`src/rtl/mult_acc_ctrl_if.sv`:
```
`timescale 1ns/1ps
`default_nettype none
// ============================================================================
// Module   : mult_acc_ctrl_if
// Brief    : Operand stream, multiplier handshake and result bundle for
//            mult_acc_ctrl. The slave modport is the controller's view.
// Revision : 1.0  initial release
// ============================================================================
interface mult_acc_ctrl_if #(
  parameter int ACC_W = 24,
  parameter int CNT_W = 8
);
  // operand stream
  logic             in_valid;
  logic             in_ready;
  logic [7:0]       in_a;
  logic [7:0]       in_b;
  logic             in_last;
  // multiplier handshake
  logic [7:0]       mul_a;
  logic [7:0]       mul_b;
  logic             mul_start;
  logic [15:0]      mul_r;
  logic             mul_done;
  // group result
  logic [ACC_W-1:0] acc_out;
  logic [CNT_W-1:0] term_cnt;
  logic             acc_valid;
  logic             overflow;

  modport slave (
    input  in_valid, in_a, in_b, in_last, mul_r, mul_done,
    output in_ready, mul_a, mul_b, mul_start, acc_out, term_cnt, acc_valid, overflow
  );

  modport master (
    output in_valid, in_a, in_b, in_last, mul_r, mul_done,
    input  in_ready, mul_a, mul_b, mul_start, acc_out, term_cnt, acc_valid, overflow
  );
endinterface
`default_nettype wire

```
`src/rtl/mult_acc_ctrl.sv`:
```
`timescale 1ns/1ps
`default_nettype none
// ============================================================================
// Module   : mult_acc_ctrl
// Brief    : Sequencer around an 8x8 multiplier. Accepts operand pairs,
//            launches one multiply per pair, sums the 16-bit products of a
//            group (terminated by in_last) and emits the sum and term count
//            with a one-cycle acc_valid pulse.
// Options  : MULT_ACC_SAT_EN - when defined, the accumulator saturates at
//            2^ACC_W-1 on carry-out instead of wrapping.
// Revision : 1.0  initial release
// ============================================================================
module mult_acc_ctrl #(
  parameter int ACC_W = 24,
  parameter int CNT_W = 8
) (
  input  logic clk,
  input  logic rst,
  mult_acc_ctrl_if.slave bus
);

  typedef enum logic [1:0] {
    S_IDLE  = 2'd0,
    S_BUSY  = 2'd1,
    S_DRAIN = 2'd2,
    S_OUT   = 2'd3
  } state_t;

  state_t           state_q;
  logic [ACC_W-1:0] acc_q;
  logic [CNT_W-1:0] cnt_q;
  logic             last_q;
  logic             ovf_q;

  logic [7:0]       mul_a_q;
  logic [7:0]       mul_b_q;
  logic             mul_start_q;
  logic [ACC_W-1:0] acc_out_q;
  logic [CNT_W-1:0] term_cnt_q;
  logic             acc_valid_q;
  logic             overflow_q;

  logic [ACC_W:0]   acc_sum;
  logic             acc_carry;
  logic [ACC_W-1:0] acc_d;

  // Next accumulator value: one extra bit catches the carry out of the top.
  always_comb begin
    acc_sum   = {1'b0, acc_q} + {{(ACC_W-15){1'b0}}, bus.mul_r};
    acc_carry = acc_sum[ACC_W];
`ifdef MULT_ACC_SAT_EN
    // Once saturated, every further add carries again, so it stays pinned.
    acc_d     = acc_carry ? {ACC_W{1'b1}} : acc_sum[ACC_W-1:0];
`else
    acc_d     = acc_sum[ACC_W-1:0];
`endif
  end

  // Controller FSM with all handshake and result outputs registered.
  always_ff @(posedge clk) begin
    if (rst) begin
      state_q     <= S_IDLE;
      acc_q       <= '0;
      cnt_q       <= '0;
      last_q      <= 1'b0;
      ovf_q       <= 1'b0;
      mul_a_q     <= '0;
      mul_b_q     <= '0;
      mul_start_q <= 1'b0;
      acc_out_q   <= '0;
      term_cnt_q  <= '0;
      acc_valid_q <= 1'b0;
      overflow_q  <= 1'b0;
    end else begin
      acc_valid_q <= 1'b0;
      case (state_q)
        S_IDLE: begin
          // in_ready is high throughout IDLE, so valid alone is the handshake.
          if (bus.in_valid) begin
            mul_a_q     <= bus.in_a;
            mul_b_q     <= bus.in_b;
            last_q      <= bus.in_last;
            mul_start_q <= 1'b1;
            state_q     <= S_BUSY;
          end
        end
        S_BUSY: begin
          if (bus.mul_done) begin
            acc_q       <= acc_d;
            cnt_q       <= cnt_q + CNT_W'(1);
            ovf_q       <= ovf_q | acc_carry;
            mul_start_q <= 1'b0;
            state_q     <= S_DRAIN;
          end
        end
        S_DRAIN: begin
          // A done still held high must not be captured as a second product.
          if (!bus.mul_done) begin
            state_q <= last_q ? S_OUT : S_IDLE;
          end
        end
        S_OUT: begin
          acc_out_q   <= acc_q;
          term_cnt_q  <= cnt_q;
          overflow_q  <= ovf_q;
          acc_valid_q <= 1'b1;
          acc_q       <= '0;
          cnt_q       <= '0;
          ovf_q       <= 1'b0;
          last_q      <= 1'b0;
          state_q     <= S_IDLE;
        end
        default: state_q <= S_IDLE;
      endcase
    end
  end

  assign bus.in_ready  = (state_q == S_IDLE);
  assign bus.mul_a     = mul_a_q;
  assign bus.mul_b     = mul_b_q;
  assign bus.mul_start = mul_start_q;
  assign bus.acc_out   = acc_out_q;
  assign bus.term_cnt  = term_cnt_q;
  assign bus.acc_valid = acc_valid_q;
  assign bus.overflow  = overflow_q;

endmodule
`default_nettype wire

```
`src/flat_wrapper.sv`:
```
// flat-port wrapper written by rule: the top's interface ports become plain ports
module mult_acc_ctrl_flat 
#(
  parameter int ACC_W = 24,
  parameter int CNT_W = 8
)
  (clk, rst, bus_in_valid, bus_in_a, bus_in_b, bus_in_last, bus_mul_r, bus_mul_done, bus_in_ready, bus_mul_a, bus_mul_b, bus_mul_start, bus_acc_out, bus_term_cnt, bus_acc_valid, bus_overflow);
  mult_acc_ctrl_if #(.ACC_W(ACC_W), .CNT_W(CNT_W)) bus_i ();
  input  logic clk;
  input  logic rst;
  input wire logic [$bits(bus_i.in_valid)-1:0] bus_in_valid;
  input wire logic [$bits(bus_i.in_a)-1:0] bus_in_a;
  input wire logic [$bits(bus_i.in_b)-1:0] bus_in_b;
  input wire logic [$bits(bus_i.in_last)-1:0] bus_in_last;
  input wire logic [$bits(bus_i.mul_r)-1:0] bus_mul_r;
  input wire logic [$bits(bus_i.mul_done)-1:0] bus_mul_done;
  output wire logic [$bits(bus_i.in_ready)-1:0] bus_in_ready;
  output wire logic [$bits(bus_i.mul_a)-1:0] bus_mul_a;
  output wire logic [$bits(bus_i.mul_b)-1:0] bus_mul_b;
  output wire logic [$bits(bus_i.mul_start)-1:0] bus_mul_start;
  output wire logic [$bits(bus_i.acc_out)-1:0] bus_acc_out;
  output wire logic [$bits(bus_i.term_cnt)-1:0] bus_term_cnt;
  output wire logic [$bits(bus_i.acc_valid)-1:0] bus_acc_valid;
  output wire logic [$bits(bus_i.overflow)-1:0] bus_overflow;
  assign bus_i.in_valid = bus_in_valid;
  assign bus_i.in_a = bus_in_a;
  assign bus_i.in_b = bus_in_b;
  assign bus_i.in_last = bus_in_last;
  assign bus_i.mul_r = bus_mul_r;
  assign bus_i.mul_done = bus_mul_done;
  assign bus_in_ready = bus_i.in_ready;
  assign bus_mul_a = bus_i.mul_a;
  assign bus_mul_b = bus_i.mul_b;
  assign bus_mul_start = bus_i.mul_start;
  assign bus_acc_out = bus_i.acc_out;
  assign bus_term_cnt = bus_i.term_cnt;
  assign bus_acc_valid = bus_i.acc_valid;
  assign bus_overflow = bus_i.overflow;
  mult_acc_ctrl #(.ACC_W(ACC_W), .CNT_W(CNT_W)) u_core (.clk(clk), .rst(rst), .bus(bus_i));
endmodule
```
`config.mk`:
```
export PLATFORM = sky130hd
export DESIGN_NAME = mult_acc_ctrl_flat
export DESIGN_NICKNAME = d
export VERILOG_FILES = /design/src/rtl/mult_acc_ctrl_if.sv /design/src/rtl/mult_acc_ctrl.sv /design/src/flat_wrapper.sv
export SDC_FILE = /design/constraint.sdc
export NUM_CORES = 1
export LEC_CHECK = 0
export CAP_MARGIN = 20
export CORE_MARGIN = 2
export CORE_UTILIZATION = 47
export CTS_BUF_LIST = sky130_fd_sc_hd__clkbuf_4
export DETAILED_ROUTE_END_ITERATION = 10
export GPL_ROUTABILITY_DRIVEN = 0
export GPL_TIMING_DRIVEN = 0
export MAX_ROUTING_LAYER = met4
export PLACE_DENSITY = 0.85
export RECOVER_POWER = 25
export SKIP_LAST_GASP = 1
export SYNTH_ARGS = -nofsm -noshare
export SYNTH_HDL_FRONTEND = slang
export SYNTH_SLANG_ARGS = --single-unit
```
`constraint.sdc`:
```
create_clock -name clk -period 3.05 [get_ports clk]
set_clock_uncertainty 0.15 [all_clocks]
set_input_delay 0.915 -clock clk [delete_from_list [all_inputs] [get_ports clk]]
set_output_delay 0.915 -clock clk [all_outputs]
set_load 0.05 [all_outputs]
```
==> results list, run 1 <==
- Clock tree synthesis inserted a total of 9 buffers.
* Total length of routed wires: 9.38 mm
- Yosys warning total: 0
* Final Critical Period: 2910 ps
- Endpoint, Worst Hold: u_core.bus.mul_a[2]$_SDFFE_PP0P_
- Post-synthesis to final-layout area growth: 31.3%
- Prevailing post-synth register cell: sky130_fd_sc_hd__dfxtp_1
- Core Region: 8090 um2
- For the worst setup path, the data required time is 3280 ps.
* First-pass GRT wire length: 15.0 mm
- Rows: 33
* Share of cell area taken by muxes after synthesis: 0.00259
* Layer with the highest usage: met2
- Maximum capacitance violations: 0
- In this run the power spent charging and discharging nets is 667 uW.
- Number of cells traversed by the worst register-to-register path: 9
- After clock tree synthesis, the clock-pin slew on the worst setup and hold paths is 160 ps.
- Share of flip-flops with an asynchronous set or reset: 0
* Portion of total power attributed to sequential cells: 0.509
- Synthesis produced a netlist with a net count of 469.
* Internal power consumption: 1670 uW
* Result of the run: finished clean
* Complex-gate fraction of the synthesized area: 0.254
* Drt first pass iters: 5
* Switching portion of total power: 0.286
* Leading cell types by total area after synthesis: sky130_fd_sc_hd__dfxtp_1 (45%), sky130_fd_sc_hd__a22o_1 (8.6%), sky130_fd_sc_hd__nand2_1 (5.5%), sky130_fd_sc_hd__ha_1 (5.5%), sky130_fd_sc_hd__a21oi_1 (5.2%)
- Of all nets on the critical path, the largest fanout is 5.
- Root Buffer Master: sky130_fd_sc_hd__clkbuf_4
- Number of H-tree levels: 3
- Most frequently used cell type in the post-synthesis netlist: sky130_fd_sc_hd__dfxtp_1
- The worst hold path belongs to the class reg2reg.
- Clock share of power: 0.322
- The worst setup path is launched from an input port.
* Worst reg2reg path endpoint: u_core.acc_q[12]$_SDFFE_PP0P_
- Clk sink count: 87
- The initial utilization of the core area, before any placement, comes to 0.477.
- Number of pins with negative max-slew slack in the final report: 0
- In this run, the number of DRC markers left after iteration 0 of detailed routing was 208.
* Post-route total power: 2330 uW
- Number of setup violations in the final report: 0
- The floorplan step defined a die boundary enclosing 8960 um2.
* Final hold violation count: 0
* Maximum number of pins on one net before global-route repair: 16
- Area leader, netlist: sky130_fd_sc_hd__dfxtp_1
- First element of the critical path: bus_mul_r[2]
- Share of final-layout standard cells stronger than drive strength 1: 0.0848
- Across the VDD grid, the largest voltage drop is 0.296 mV.
- The die is 94.7 um wide.
- After synthesis, the netlist uses 52 different library cells.
* Worst hold slack after final layout: 318 ps
* Final #Nets: 569
- I/O pin total: 89
* Flops & latches, synth: 87
* Worst reg2reg startpoint: u_core.acc_q[0]$_SDFFE_PP0P_
- The finished layout holds 625 standard cells, fillers aside.
* TritonCTS clock tree: done
- Global-route met3 utilization: 0.0447
* RSZ-0062 raised after global routing: false
- Counting the fill cells in the layout gives 669.
- Most frequent cells after synthesis: sky130_fd_sc_hd__dfxtp_1 (87), sky130_fd_sc_hd__nand2_1 (57), sky130_fd_sc_hd__a21oi_1 (40)
- Minimum setup slack after placement: -585 ps
* Total vias in the final route: 3463
- In the routed design, unresolved DRC markers number 0.
* Achievable Freq: 343 MHz
* Met2 usage: 0.361
- Dividing the detail-routed wire length by the instance count gives 15.0 um.
- Flop-to-flop setup slack: 470 ps
- Post-Syn Instances: 414
- A synthesized cell averages 9.33 um2.
* Routed via count divided by cell count: 5.54
- Of the total power, combinational logic draws 0.169.
- Die Span Y: 94.7 um
- Portion of the post-synthesis area used by sequential elements: 0.451
- Leakage power: 0.00199 uW
- Area of the mapped netlist: 3860 um2
* Depth of the worst hold-timing path: 2
* Launch point of the worst hold path: u_core.bus.mul_a[2]$_SDFFE_PP0P_
* Share of the clock period used by the worst path: 0.955
- Power Density: 460 nW/um2
- Synth top area share: 0.451
* CP Capture Type: flip-flop
- Type of the worst setup path: in2reg
- Insertion delay of the later-clocked pin in the worst-skew pair: 440 ps
- GR Util All Layers: 0.218
- Summed over all layers, the global routing overflow is 0.
- Worst slew pin tran: 975 ps
- In this run the tool buffered the top-level ports with 87 buffer cells.
* Vias in the first global route: 3219
- By area, the combinational part of the netlist is dominated by compound AO/OA/AOI/OAI gates.
* Setup TNS Final: 0 ps
- The number of antenna violations at the first check in global routing came to 1.
- Of the total synthesized cell area, the portion taken by full adders, half adders and majority gates is 0.0602.
* Post-route setup slack: 136 ps
* Xor and xnor area share after synthesis: 0.0453
- Antenna-violating nets left: 0
- Post-synth EDFFs: 0
- Data arrives at the worst endpoint at 3140 ps.
- Synth Area in Simple Gates: 0.150
* Placed cell count: 606
- Clk buf depth: 2
* Total half-perimeter wirelength after legalization and detailed placement: 6.82 mm
- In the global route stage, met1 resource usage came out at 0.266.
* Tightest slew margin relative to the limit: 0.350
flip-flops by register name, summed over array words and instances (netlist names), 2 cells and up:
| signal | count |
|---|---|
| u_core.acc_q | 24 |
| u_core.bus.acc_out | 24 |
| u_core.bus.mul_a | 8 |
| u_core.bus.mul_b | 8 |
| u_core.bus.term_cnt | 8 |
| u_core.cnt_q | 8 |
| u_core.state_q | 2 |
cell usage in the layout, fill, tap and decap left out, types with 10 or more instances in the layout:
cell type	instances
sky130_fd_sc_hd__clkbuf_1	15
sky130_fd_sc_hd__dfxtp_1	87
sky130_fd_sc_hd__clkdlybuf4s50_1	82
sky130_fd_sc_hd__a22o_1	38
sky130_fd_sc_hd__ha_1	16
sky130_fd_sc_hd__a21oi_1	39
sky130_fd_sc_hd__nand3_1	10
sky130_fd_sc_hd__nand2_1	57
sky130_fd_sc_hd__nor2_1	32
sky130_fd_sc_hd__xnor2_1	11
per-stage QoR:
stage | area [um2] | utilization
floorplan | 3860 | -
CTS | 5050 | 0.624
finish | 5070 | 0.627
global route | 5070 | 0.627
detailed placement | 4870 | 0.601
global placement | 4870 | 0.601
power groups by stage:
stage / sequential [uW] / combinational, uW / clock [uW]
after floorplan: 1260 / 207 / 0
after global placement: 1210 / 379 / 0
after detailed placement: 1210 / 385 / 0
after CTS: 1190 / 391 / 752
after global routing: 1190 / 425 / 794
final: 1190 / 394 / 752
cell families after synthesis:
logic type | after synthesis
simple gates | 128
buf+inv | 29
xor+xnor | 20
fa+ha+maj | 18
mux | 1
flops | 87
compound gates | 131
worst max-delay path, cell delays in order:
cell	delay [ps]
sky130_fd_sc_hd__clkdlybuf4s50_1	440
sky130_fd_sc_hd__ha_1	380
sky130_fd_sc_hd__a211o_1	330
sky130_fd_sc_hd__a2111oi_4	400
sky130_fd_sc_hd__o211ai_1	160
sky130_fd_sc_hd__a31oi_1	180
sky130_fd_sc_hd__xnor2_1	140
sky130_fd_sc_hd__nand2_1	80
sky130_fd_sc_hd__a21oi_2	120
final cells by class:
class,count,area (um2),share of cell area
Antenna cell,1,2.50,0.000493
Buffer,21,113,0.0222
Clock buffer,9,67.6,0.0133
Clock inverter,7,96.3,0.0190
Inverter,8,30.0,0.00592
Multi-Input combinational cell,298,2000,0.394
Sequential cell,87,1740,0.343
Tap cell,105,131,0.0259
Timing Repair Buffer,89,890,0.175
layer usage:
metal	share of wire	wire, um
met5	0	0
met4	0.014	136
met3	0.037	350
met2	0.50	4690
met1	0.45	4210
timing repair:
item,4_1_cts,5_1_grt
hold buffers,0,0
pin swaps,1,7
resized for setup,3,4
buffers inserted,1,1
endpoints found under the setup margin,3,2
endpoints found under the hold margin,0,0
worst max path at each step:
stage | end | slack (ps) | depth (start not counted)
floorplan | u_core.acc_q[12]$_SDFFE_PP0P_ | 20 | 9
global placement | u_core.acc_q[12]$_SDFFE_PP0P_ | -560 | 10
detailed placement | u_core.acc_q[12]$_SDFFE_PP0P_ | -590 | 10
CTS | u_core.acc_q[12]$_SDFFE_PP0P_ | 10 | 10
global route | u_core.acc_q[23]$_SDFFE_PP0P_ | 20 | 9
finish | u_core.acc_q[12]$_SDFFE_PP0P_ | 140 | 9
Note: power is estimated with default switching activity, not from simulation.
==> inputs of run 2 (changes only) <==
RECOVER_POWER = default   (was 25)
==> run 2 against run 1 <==
  * Final area did not move
  * Cell count did not move
  * Die area did not move
  * Register-to-register slack barely moved
  * Fmax barely moved
  * First-iteration DRC count rose by 3.4%
  * Worst hold slack barely moved
  * Largest power group unchanged
  * Highest routed layer unchanged
==> results list, run 2 (same netlist as run 1, synthesis figures left out) <==
- Mean routed wirelength per cell: 15.0 um
- TritonCTS built the clock tree.
- RSZ-0062 raised after global routing: false
* Antenna-violating nets left: 0
- Routed via count divided by cell count: 5.56
* Power Density: 460 nW/um2
- Before antenna repair, the detailed router went through 4 iterations.
- STA puts the critical path data arrival time at 3130 ps.
- Final Critical Period: 2910 ps
* Worst hold slack after final layout: 318 ps
- The run finished with clean final reports.
- Headroom to the max-slew limit came out at 0.346.
- Leakage power: 0.00199 uW
* Amount of wire on met2 after detailed routing: 4.66 mm
- Clk buf depth: 2
* Final instance area: 5070 um2
* Initial antenna violation count: 1
- The wire-length estimate of the detail-placed layout is 6.82 mm.
- The routed layout has 3472 vias.
* Share of the clock period used by the worst path: 0.955
- The tree is rooted in a sky130_fd_sc_hd__clkbuf_4.
* Rows: 33
* Slowest stage cell on the critical path: sky130_fd_sc_hd__o31ai_4
- The die is 94.7 um tall.
* Maximum number of pins on one net before global-route repair: 16
- Maximum capacitance violations: 0
- CP Capture Type: flip-flop
- Setup violations remaining at the end of the flow were counted as 0.
- Cell type group with the largest total delay on the critical path: compound AO/OA/AOI/OAI gates
- The floorplan step defined a die boundary enclosing 8960 um2.
- Across the VDD grid, the largest voltage drop is 0.296 mV.
- After detailed routing, the wire length on met1 is 4.23 mm.
- Post-synthesis to final-layout area growth: 31.3%
- In the final layout, the share of cells above drive strength 1 is 0.0848.
- For this design the top-level I/O count stands at 89.
* Number of clock buffers inserted by TritonCTS: 9
- For the worst-skew pair, the clock arrives at the later sink with an insertion delay of 440 ps.
* Final #Nets: 569
- Core Region: 8090 um2
* Clk sink count: 87
- Post-route setup slack: 138 ps
- The setup path with the least slack is of type in2reg.
- In this run the cell area measured after placement is 4870 um2.
* Worst stage delay on the critical path: 410 ps
- First-pass GRT wire length: 15.0 mm
* Achievable Freq: 343 MHz
* Final hold violation count: 0
* Vias in the first global route: 3219
* Total overflow reported by the global router: 0
- Port buffering added 87 buffers.
- For this block, the routed nets add up to 9.38 mm of wire.
- Minimum setup slack after placement: -585 ps
* Number of remaining DRC errors: 0
* Kind of start point of the critical path: input port
* Clock-pin slew of the registers on the worst-case setup and hold paths: 160 ps
- GR Util All Layers: 0.218
- The highest metal layer carrying signal wires in the routed design is met4.
- Number of pins with negative max-slew slack in the final report: 0
- STA puts the critical path data required time at 3270 ps.
* Initial core utilization: 0.477
- Wire segments on met3 add up to 336 um in the final route.
- CP bufs+invs: 1
- The min-delay analysis places its worst path in the category reg2reg.
- For the pin with the worst max-slew slack, the measured transition is 981 ps.
- The die is 94.7 um wide.
* Detailed Route Iter0 Violations: 215
- Leaving out fill and tap cells, the most frequent cells in the layout are sky130_fd_sc_hd__dfxtp_1 (87), sky130_fd_sc_hd__clkdlybuf4s50_1 (84), sky130_fd_sc_hd__nand2_1 (57), sky130_fd_sc_hd__a21oi_1 (39), sky130_fd_sc_hd__a22o_1 (38).
- Walking the worst path, the cells encountered are clkdlybuf4s50_1, ha_1, a211oi_2, nor2_1, o211ai_2, o211ai_4, o31ai_4, o21ai_0, a21oi_1.
* Most common cell after layout, fill and taps aside: sky130_fd_sc_hd__dfxtp_1
* Top fanout value on the critical path: 8
- Number of H-tree levels: 3
run 2: cell type report:
| type | instances | area [um2] |
|---|---|---|
| clock buffers | 9 | 67.6 |
| repair buffers | 89 | 890 |
| inverters | 8 | 30.0 |
| plain buffers | 21 | 113 |
| clock inverters | 7 | 96.3 |
| well taps | 105 | 131 |
| multi-input cells | 298 | 2000 |
| fillers | 669 | 3020 |
| diodes | 1 | 2.50 |
| flip-flops and latches | 87 | 1740 |
run 2: what timing repair did:
| item | in CTS | in global routing |
|---|---|---|
| buffers inserted | 1 | 1 |
| gates resized for setup | 3 | 4 |
| pin swaps | 1 | 7 |
| setup endpoints to repair | 3 | 2 |
| hold buffers | 0 | 0 |
run 2: worst paths after layout:
check,slack [ps],to,startpoint,cells after the start
max reg2reg,480,u_core.acc_q[12]$_SDFFE_PP0P_,u_core.acc_q[0]$_SDFFE_PP0P_,9
min,320,u_core.bus.mul_a[2]$_SDFFE_PP0P_,u_core.bus.mul_a[2]$_SDFFE_PP0P_,2
max,140,u_core.acc_q[23]$_SDFFE_PP0P_,bus_mul_r[6],9
min reg2reg,320,u_core.bus.mul_a[2]$_SDFFE_PP0P_,u_core.bus.mul_a[2]$_SDFFE_PP0P_,2
run 2: through the flow:
step | std cells | util | setup TNS, ps | power (uW)
6_report | 625 | 0.627 | 0 | 2330
5_1_grt | 625 | 0.627 | 0 | 2410
4_1_cts | 623 | 0.624 | 0 | 2330
3_5_place_dp | 606 | 0.601 | -6000 | 1600
3_3_place_gp | 606 | 0.601 | -5170 | 1590
2_1_floorplan | 414 | - | 0 | 1470
run 2: metal layers:
layer | vias up | track usage
met2 | 88 | 0.361
li1 | 1697 | -
met4 | 0 | 0.0725
met3 | 14 | 0.0447
met5 | - | -
met1 | 1673 | 0.266
run 2: power breakdown:
group / internal (uW) / switching (uW) / total, uW / leakage, uW
clock: 335 / 416 / 751 / 0.0000838
sequential: 1170 / 20.2 / 1190 / 0.000705
combinational: 165 / 229 / 394 / 0.00121
run 2: worst min-delay path: stages (launching register included):
cell and delay, ps:
sky130_fd_sc_hd__dfxtp_1 340, sky130_fd_sc_hd__nand2_1 50, sky130_fd_sc_hd__a21oi_1 50
